===== src/rtl/uart_imem_loader.sv =====
`default_nettype none
// ============================================================================
//  Module   : uart_imem_loader
//  Purpose  : Serial program loader for the CPU instruction RAM. Receives a
//             framed image over an 8N1 UART line, assembles big-endian 16-bit
//             words and writes them through a single-cycle write port. The
//             CPU is held in reset while a frame is in flight; the outcome of
//             each frame is reported as a done pulse or a sticky error flag.
//
//             Frame: 0xA5, N (0 => 2^ADDR_W words), 2N data bytes (high byte
//             first), checksum = modulo-256 sum of the data bytes.
//
//  Ports    : clk         system clock
//             rst         asynchronous active-high reset
//             rx          UART serial input, idle high, asynchronous to clk
//             imem_we     one-cycle write strobe to instruction RAM
//             imem_addr   write address, valid with imem_we
//             imem_wdata  write data, valid with imem_we
//             cpu_hold    high while a frame is being received
//             load_done   one-cycle pulse after a frame with a good checksum
//             load_err    sticky error; cleared by the next accepted header
//             word_count  words written by the last or current frame
//
//  Revision : 1.0  initial release
// ============================================================================
module uart_imem_loader #(
    parameter int CLKS_PER_BIT = 868,
    parameter int ADDR_W       = 8,
    parameter int TIMEOUT_BITS = 20
) (
    input  logic              clk,
    input  logic              rst,
    input  logic              rx,
    output logic              imem_we,
    output logic [ADDR_W-1:0] imem_addr,
    output logic [15:0]       imem_wdata,
    output logic              cpu_hold,
    output logic              load_done,
    output logic              load_err,
    output logic [ADDR_W:0]   word_count
);

    // ------------------------------------------------------------------------
    // Constants
    // ------------------------------------------------------------------------
    localparam int c_CNT_W = (CLKS_PER_BIT > 1) ? $clog2(CLKS_PER_BIT) : 1;
    localparam logic [c_CNT_W-1:0] c_BIT_LAST  = c_CNT_W'(CLKS_PER_BIT - 1);
    localparam logic [c_CNT_W-1:0] c_HALF_LAST = c_CNT_W'(CLKS_PER_BIT / 2 - 1);

    localparam int c_TO_LIMIT = TIMEOUT_BITS * CLKS_PER_BIT;
    localparam int c_TO_W     = $clog2(c_TO_LIMIT + 1);
    localparam logic [c_TO_W-1:0] c_TO_MAX = c_TO_W'(c_TO_LIMIT);

    // Wide enough for both the count byte and 2^ADDR_W.
    localparam int c_TGT_W = (ADDR_W + 1 > 9) ? ADDR_W + 1 : 9;
    localparam logic [c_TGT_W-1:0] c_FULL_IMAGE = c_TGT_W'(2 ** ADDR_W);

    localparam logic [7:0] c_HDR = 8'hA5;

    // ------------------------------------------------------------------------
    // rx synchronizer and falling-edge detect
    // ------------------------------------------------------------------------
    logic r_rx_meta;
    logic r_rx_sync;
    logic r_rx_prev;
    logic w_rx_fall;

    always_ff @(posedge clk or posedge rst) begin
        if (rst) begin
            r_rx_meta <= 1'b1;
            r_rx_sync <= 1'b1;
            r_rx_prev <= 1'b1;
        end else begin
            r_rx_meta <= rx;
            r_rx_sync <= r_rx_meta;
            r_rx_prev <= r_rx_sync;
        end
    end

    // An edge (rather than a low level) starts a byte, so a line stuck low
    // after a framing error does not retrigger reception.
    assign w_rx_fall = r_rx_prev & ~r_rx_sync;

    // ------------------------------------------------------------------------
    // Byte receiver
    // ------------------------------------------------------------------------
    typedef logic [1:0] rx_state_t;
    localparam rx_state_t c_RX_IDLE  = 2'd0;
    localparam rx_state_t c_RX_START = 2'd1;
    localparam rx_state_t c_RX_DATA  = 2'd2;
    localparam rx_state_t c_RX_STOP  = 2'd3;

    rx_state_t          r_rx_state;
    rx_state_t          w_rx_state_nxt;
    logic [c_CNT_W-1:0] r_rx_cnt;
    logic [c_CNT_W-1:0] w_rx_cnt_nxt;
    logic [2:0]         r_bit_idx;
    logic [2:0]         w_bit_idx_nxt;
    logic [7:0]         r_shift;
    logic [7:0]         w_shift_nxt;
    logic               r_byte_valid;
    logic               w_byte_valid_nxt;
    logic               r_frame_err;
    logic               w_frame_err_nxt;

    always_ff @(posedge clk or posedge rst) begin
        if (rst) begin
            r_rx_state   <= c_RX_IDLE;
            r_rx_cnt     <= '0;
            r_bit_idx    <= '0;
            r_shift      <= '0;
            r_byte_valid <= 1'b0;
            r_frame_err  <= 1'b0;
        end else begin
            r_rx_state   <= w_rx_state_nxt;
            r_rx_cnt     <= w_rx_cnt_nxt;
            r_bit_idx    <= w_bit_idx_nxt;
            r_shift      <= w_shift_nxt;
            r_byte_valid <= w_byte_valid_nxt;
            r_frame_err  <= w_frame_err_nxt;
        end
    end

    always_comb begin
        w_rx_state_nxt   = r_rx_state;
        w_rx_cnt_nxt     = r_rx_cnt + c_CNT_W'(1);
        w_bit_idx_nxt    = r_bit_idx;
        w_shift_nxt      = r_shift;
        w_byte_valid_nxt = 1'b0;
        w_frame_err_nxt  = 1'b0;

        case (r_rx_state)
            c_RX_IDLE: begin
                w_rx_cnt_nxt = '0;
                if (w_rx_fall) begin
                    w_rx_state_nxt = c_RX_START;
                end
            end
            c_RX_START: begin
                // Mid start bit: a line already back high was a glitch.
                if (r_rx_cnt == c_HALF_LAST) begin
                    w_rx_cnt_nxt   = '0;
                    w_bit_idx_nxt  = '0;
                    w_rx_state_nxt = r_rx_sync ? c_RX_IDLE : c_RX_DATA;
                end
            end
            c_RX_DATA: begin
                if (r_rx_cnt == c_BIT_LAST) begin
                    w_rx_cnt_nxt  = '0;
                    w_shift_nxt   = {r_rx_sync, r_shift[7:1]};
                    w_bit_idx_nxt = r_bit_idx + 3'd1;
                    if (r_bit_idx == 3'd7) begin
                        w_rx_state_nxt = c_RX_STOP;
                    end
                end
            end
            c_RX_STOP: begin
                if (r_rx_cnt == c_BIT_LAST) begin
                    w_rx_cnt_nxt     = '0;
                    w_byte_valid_nxt = r_rx_sync;
                    w_frame_err_nxt  = ~r_rx_sync;
                    w_rx_state_nxt   = c_RX_IDLE;
                end
            end
            default: begin
                w_rx_state_nxt = c_RX_IDLE;
            end
        endcase
    end

    // ------------------------------------------------------------------------
    // Loader FSM
    // ------------------------------------------------------------------------
    typedef logic [2:0] ld_state_t;
    localparam ld_state_t c_WAIT_HDR = 3'd0;
    localparam ld_state_t c_GET_CNT  = 3'd1;
    localparam ld_state_t c_GET_HI   = 3'd2;
    localparam ld_state_t c_GET_LO   = 3'd3;
    localparam ld_state_t c_GET_SUM  = 3'd4;

    ld_state_t          r_state;
    ld_state_t          w_state_nxt;
    logic [7:0]         r_n;
    logic [7:0]         w_n_nxt;
    logic [7:0]         r_hi;
    logic [7:0]         w_hi_nxt;
    logic [7:0]         r_sum;
    logic [7:0]         w_sum_nxt;
    logic [ADDR_W-1:0]  r_addr;
    logic [ADDR_W-1:0]  w_addr_nxt;
    logic [15:0]        r_wdata;
    logic [15:0]        w_wdata_nxt;
    logic               r_we;
    logic               w_we_nxt;
    logic               r_done;
    logic               w_done_nxt;
    logic               r_err;
    logic               w_err_nxt;
    logic               r_hold;
    logic               w_hold_nxt;
    logic [ADDR_W:0]    r_wc;
    logic [ADDR_W:0]    w_wc_nxt;
    logic [c_TO_W-1:0]  r_to_cnt;
    logic [c_TO_W-1:0]  w_to_cnt_nxt;

    logic               w_timeout;
    logic [c_TGT_W-1:0] w_target;
    logic [ADDR_W:0]    w_wc_inc;

    always_ff @(posedge clk or posedge rst) begin
        if (rst) begin
            r_state  <= c_WAIT_HDR;
            r_n      <= '0;
            r_hi     <= '0;
            r_sum    <= '0;
            r_addr   <= '0;
            r_wdata  <= '0;
            r_we     <= 1'b0;
            r_done   <= 1'b0;
            r_err    <= 1'b0;
            r_hold   <= 1'b0;
            r_wc     <= '0;
            r_to_cnt <= '0;
        end else begin
            r_state  <= w_state_nxt;
            r_n      <= w_n_nxt;
            r_hi     <= w_hi_nxt;
            r_sum    <= w_sum_nxt;
            r_addr   <= w_addr_nxt;
            r_wdata  <= w_wdata_nxt;
            r_we     <= w_we_nxt;
            r_done   <= w_done_nxt;
            r_err    <= w_err_nxt;
            r_hold   <= w_hold_nxt;
            r_wc     <= w_wc_nxt;
            r_to_cnt <= w_to_cnt_nxt;
        end
    end

    // A count byte of zero stands for a full 2^ADDR_W-word image.
    assign w_target  = (r_n == 8'd0) ? c_FULL_IMAGE : c_TGT_W'(r_n);
    assign w_wc_inc  = r_wc + (ADDR_W + 1)'(1);
    assign w_timeout = (r_state != c_WAIT_HDR) && (r_to_cnt == c_TO_MAX);

    always_comb begin
        w_state_nxt = r_state;
        w_n_nxt     = r_n;
        w_hi_nxt    = r_hi;
        w_sum_nxt   = r_sum;
        // The address advances in the cycle after each strobe so that it is
        // stable alongside imem_we.
        w_addr_nxt  = r_we ? (r_addr + ADDR_W'(1)) : r_addr;
        w_wdata_nxt = r_wdata;
        w_we_nxt    = 1'b0;
        w_done_nxt  = 1'b0;
        w_err_nxt   = r_err;
        w_hold_nxt  = r_hold;
        w_wc_nxt    = r_wc;

        // Idle-gap counter: cleared by every byte, frozen at the limit.
        if ((r_state == c_WAIT_HDR) || r_byte_valid) begin
            w_to_cnt_nxt = '0;
        end else if (w_timeout) begin
            w_to_cnt_nxt = r_to_cnt;
        end else begin
            w_to_cnt_nxt = r_to_cnt + c_TO_W'(1);
        end

        // A byte arriving on the timeout cycle wins over the timeout.
        if (r_byte_valid) begin
            case (r_state)
                c_WAIT_HDR: begin
                    if (r_shift == c_HDR) begin
                        w_hold_nxt  = 1'b1;
                        w_err_nxt   = 1'b0;
                        w_wc_nxt    = '0;
                        w_addr_nxt  = '0;
                        w_sum_nxt   = '0;
                        w_state_nxt = c_GET_CNT;
                    end
                end
                c_GET_CNT: begin
                    w_n_nxt     = r_shift;
                    w_state_nxt = c_GET_HI;
                end
                c_GET_HI: begin
                    w_hi_nxt    = r_shift;
                    w_sum_nxt   = r_sum + r_shift;
                    w_state_nxt = c_GET_LO;
                end
                c_GET_LO: begin
                    w_wdata_nxt = {r_hi, r_shift};
                    w_we_nxt    = 1'b1;
                    w_sum_nxt   = r_sum + r_shift;
                    w_wc_nxt    = w_wc_inc;
                    w_state_nxt = (c_TGT_W'(w_wc_inc) == w_target) ? c_GET_SUM : c_GET_HI;
                end
                c_GET_SUM: begin
                    if (r_shift == r_sum) begin
                        w_done_nxt = 1'b1;
                    end else begin
                        w_err_nxt = 1'b1;
                    end
                    w_hold_nxt  = 1'b0;
                    w_state_nxt = c_WAIT_HDR;
                end
                default: begin
                    w_state_nxt = c_WAIT_HDR;
                end
            endcase
        end else if ((r_frame_err && (r_state != c_WAIT_HDR)) || w_timeout) begin
            // Abort; words already written are left in RAM.
            w_err_nxt   = 1'b1;
            w_hold_nxt  = 1'b0;
            w_state_nxt = c_WAIT_HDR;
        end
    end

    // ------------------------------------------------------------------------
    // Outputs
    // ------------------------------------------------------------------------
    assign imem_we    = r_we;
    assign imem_addr  = r_addr;
    assign imem_wdata = r_wdata;
    assign cpu_hold   = r_hold;
    assign load_done  = r_done;
    assign load_err   = r_err;
    assign word_count = r_wc;

endmodule
`default_nettype wire


===== config.mk =====
export PLATFORM = sky130hd
export DESIGN_NAME = uart_imem_loader
export DESIGN_NICKNAME = d
export VERILOG_FILES = /design/src/rtl/uart_imem_loader.sv
export SDC_FILE = /design/constraint.sdc
export NUM_CORES = 1
export LEC_CHECK = 0
export ABC_AREA = 0
export CORE_MARGIN = 4
export CORE_UTILIZATION = 53
export DETAILED_ROUTE_END_ITERATION = 7
export GPL_TIMING_DRIVEN = 1
export PLACE_DENSITY = 0.8
export SYNTH_ARGS = -nofsm -noshare
export SYNTH_HDL_FRONTEND = slang
export SYNTH_SLANG_ARGS = --single-unit

===== constraint.sdc =====
create_clock -name clk -period 3.15 [get_ports clk]
set_input_delay 0.315 -clock clk [delete_from_list [all_inputs] [get_ports clk]]
set_output_delay 0.315 -clock clk [all_outputs]
set_load 0.005 [all_outputs]

==> metrics <==
maximum clock insertion buffer count 2; full die area 0.01169 sq mm; final hold vios 0; Die Span Y 108.1 um; ranking of synthesized cells by instance count 104 x sky130_fd_sc_hd__dfrtp_1, 80 x sky130_fd_sc_hd__nand2_1, 50 x sky130_fd_sc_hd__nor2_1; Die Span X between 100 and 150 um; Worst-path clk slew 100 ps; top-area cell type share of the netlist area between 40% and 50%; synth warn 0; net count of the mapped netlist approximately 520; worst reg2reg endpoint word_count[4]; Setup TNS Final 0 ps; logic depth of the worst register-to-register path 6; Max Freq around 470 MHz; kind of start point of the critical path flop; iteration-0 DRC count of the detailed router 243; critical path start-end classification reg2reg; maximum VDD drop between 0.0003 and 0.0004 V; peak per-stage delay on the critical path roughly 470 ps; combined flip-flop and latch cell area about 0.0027 sq mm; Min Clock Period, post-route 2115 ps; number of global-route vias before repair around 3,800; source-to-sink clock delay at the later pin of the worst-skew pair between 300 and 400 ps; worst hold path cell count 1; total setup buffers inserted after CTS 0; Worst Slack Setup Final just over 1000 ps; status finished, final reports clean; final core utilization 61.58%; first-pass GRT wire length 18,000 um; initial cell density of the core between 50 and 60%; count of flip-flops with a built-in enable after synthesis 0; Tcrit/Tclk final 67.13%; number of antenna-violating nets in the routed design 0; Post-Syn Area per Cell ~11 sq um; clock root cell sky130_fd_sc_hd__clkbuf_8; cell with the largest stage delay on the worst path sky130_fd_sc_hd__inv_2; Synth Flop Type sky130_fd_sc_hd__dfrtp_1; cell types occupying the most area after synthesis sky130_fd_sc_hd__dfrtp_1 49%, sky130_fd_sc_hd__nand2_1 5.7%, sky130_fd_sc_hd__ha_1 3.5%; arrival time at the worst endpoint approximately 2400 ps; total power after layout 2.487 mW; share of flip-flops with an asynchronous set or reset 100.0%; number of synthesized register bits roughly 110; required time worst endpoint around 3400 ps; total number of vias roughly 3,800; final number of max-transition violations 0; startpoint of the worst register-to-register path r_state[2]; crit path max fanout 28; Cell Rows 36; number of diodes 0; transition at the pin with the smallest max-transition slack between 700 and 800 ps; weighted congestion reported at the end of routability-driven placement ~0.88; number of top-level pins 40; most repeated cell in the gate-level netlist after synthesis sky130_fd_sc_hd__dfrtp_1; LEAKAGE around 2.8 nW; number of unique standard cell types used by synthesis 73; total of buffers placed on input and output ports 39; max-capacitance violation count 0; wire length per cell after detailed routing about 15 um; number of iterations in the first detailed-routing pass 4; net count of the finished layout about 560; number of gates resized after CTS 0; synthesis-to-finish area growth 13.31%; Synth Cell Area about 0.0053 sq mm; list of cells traversed by the critical path and2b_1, nand3_2, inv_2, and2_1, o21ai_1, o31ai_1; hold worst-path end r_rx_meta; critical path endpoint category flop; clock sink total ~110; Hold Path Origin rx; share of final-layout standard cells stronger than drive strength 1 around 12%; cell type contributing the most total cell area after synthesis sky130_fd_sc_hd__dfrtp_1; register area share after synthesis 50.47%; total routing usage reported by global routing 19.35%; # H-tree levels 3; worst min-delay path class in2reg; CTS tree done; floorplan core area 0.009774 sq mm; hold_buf cts 0; vias per cell 5.593; residual overflow from global routing 0; multi-input combinational cell area about 0.0025 sq mm; pin count of the biggest net entering global routing 62; initial antenna violation count 0; total length of routed wires 10,280 um; number of inserted filler cells in the final layout ~800; unrepaired setup endpoints after global routing false; PwrDens 413.1 mW/mm^2; Layout Skew around 13 ps; synthesized netlist cell count about 500; HPWL after detailed placement 7238 um; drt drc 0; count of endpoints failing setup in the final report 0; relative slew slack 52.86%; slack of the worst reg-to-reg path slightly above 1000 ps; clock buffers created by TritonCTS 9; pre-CTS setup slack between 1000 and 1500 ps
-- through the flow --
stage	hold slack, ps	std cells	area (sq um)
2_1_floorplan	319.5	503	5313
3_3_place_gp	347.9	665	5836
3_5_place_dp	350.0	665	5836
4_1_cts	318.6	680	6020
5_1_grt	300.8	680	6020
6_report	334.4	680	6020
-- critical path: cells and delay by family (launching register included) --
family	cells	cell delay, ps
and+or+nand+nor	3	950
AOI/OAI and AO/OA	2	140
buffers and inverters	1	470
DFF	1	440
-- layer usage --
| layer | wire (um) | share of wire, % | track usage, % |
|---|---|---|---|
| met1 | 4494 | 44 | 24.81 |
| met2 | 5212 | 51 | 32.37 |
| met3 | 450 | 4.4 | 5.493 |
| met4 | 123 | 1.2 | 5.230 |
| met5 | 0 | 0 | 0 |
-- cell usage in the layout, fill, tap and decap left out, types with 4 or more instances in the layout --
cell type	Yosys	routed
sky130_fd_sc_hd__mux2_1	4	4
sky130_fd_sc_hd__o21ai_0	14	14
sky130_fd_sc_hd__nand3_1	21	21
sky130_fd_sc_hd__inv_1	14	13
sky130_fd_sc_hd__or3_1	4	4
sky130_fd_sc_hd__a21oi_1	9	9
sky130_fd_sc_hd__nand2_1	80	80
sky130_fd_sc_hd__clkdlybuf4s50_1	0	39
sky130_fd_sc_hd__dfrtp_1	104	104
sky130_fd_sc_hd__mux2_2	16	16
sky130_fd_sc_hd__nor3_1	6	6
sky130_fd_sc_hd__a22o_1	5	5
sky130_fd_sc_hd__nand4_1	6	6
sky130_fd_sc_hd__ha_1	15	15
sky130_fd_sc_hd__clkbuf_8	0	10
sky130_fd_sc_hd__o21ai_1	12	12
sky130_fd_sc_hd__and2_1	6	6
sky130_fd_sc_hd__mux2_4	7	7
sky130_fd_sc_hd__and3_1	5	5
sky130_fd_sc_hd__nor2_1	50	50
sky130_fd_sc_hd__xor2_1	21	21
sky130_fd_sc_hd__xnor2_1	18	18
sky130_fd_sc_hd__nor4_1	4	4
-- worst max path at each step --
stage / depth (start not counted) / start / endpoint / slack [ps]
floorplan: 1 / rst / async pin / 20
global placement: 6 / r_state[2] / word_count[4] / 1150
detailed placement: 6 / r_state[2] / word_count[4] / 1040
CTS: 6 / r_state[2] / word_count[4] / 1000
global route: 6 / r_state[2] / word_count[4] / 810
finish: 6 / r_state[2] / word_count[4] / 1040
-- flip-flops by register name, summed over array words and instances (netlist names), named ones only --
| name | cells |
|---|---|
| cpu_hold | 1 |
| imem_addr | 8 |
| imem_wdata | 16 |
| imem_we | 1 |
| load_done | 1 |
| load_err | 1 |
| r_bit_idx | 3 |
| r_byte_valid | 1 |
| r_frame_err | 1 |
| r_hi | 8 |
| r_n | 8 |
| r_rx_cnt | 10 |
| r_rx_meta | 1 |
| r_rx_prev | 1 |
| r_rx_state | 1 |
| r_rx_sync | 1 |
| r_shift | 8 |
| r_state | 3 |
| r_sum | 8 |
| r_to_cnt | 15 |
| word_count | 9 |
-- power by group --
group	total [mW]	internal, mW	leakage, nW	switching, mW
registers	1.51	1.43	1.46	0.0826
clock network	0.798	0.319	0.0952	0.479
logic	0.174	0.0751	1.20	0.0987
-- final cells by class --
| cell class | instances | share of cell area [%] |
|---|---|---|
| well taps | 133 | 2.765 |
| multi-input cells | 370 | 41.84 |
| inverters | 15 | 0.9769 |
| clock buffers | 10 | 2.286 |
| repair buffers | 40 | 6.818 |
| flip-flops and latches | 107 | 44.54 |
| clock inverters | 5 | 0.7691 |
-- cell families (layout without fill, tap and decap cells) --
kind of cell | Yosys count | count (layout) | share of synthesized area, %
fa+ha+maj | 16 | 16 | 3.910
compound gates | 68 | 68 | 8.856
mux | 31 | 31 | 7.042
buf+inv | 26 | 70 | 2.119
simple gates | 215 | 215 | 20.73
flops | 107 | 107 | 50.47
xor+xnor | 40 | 40 | 6.877
(Power assumes the default switching activity.)
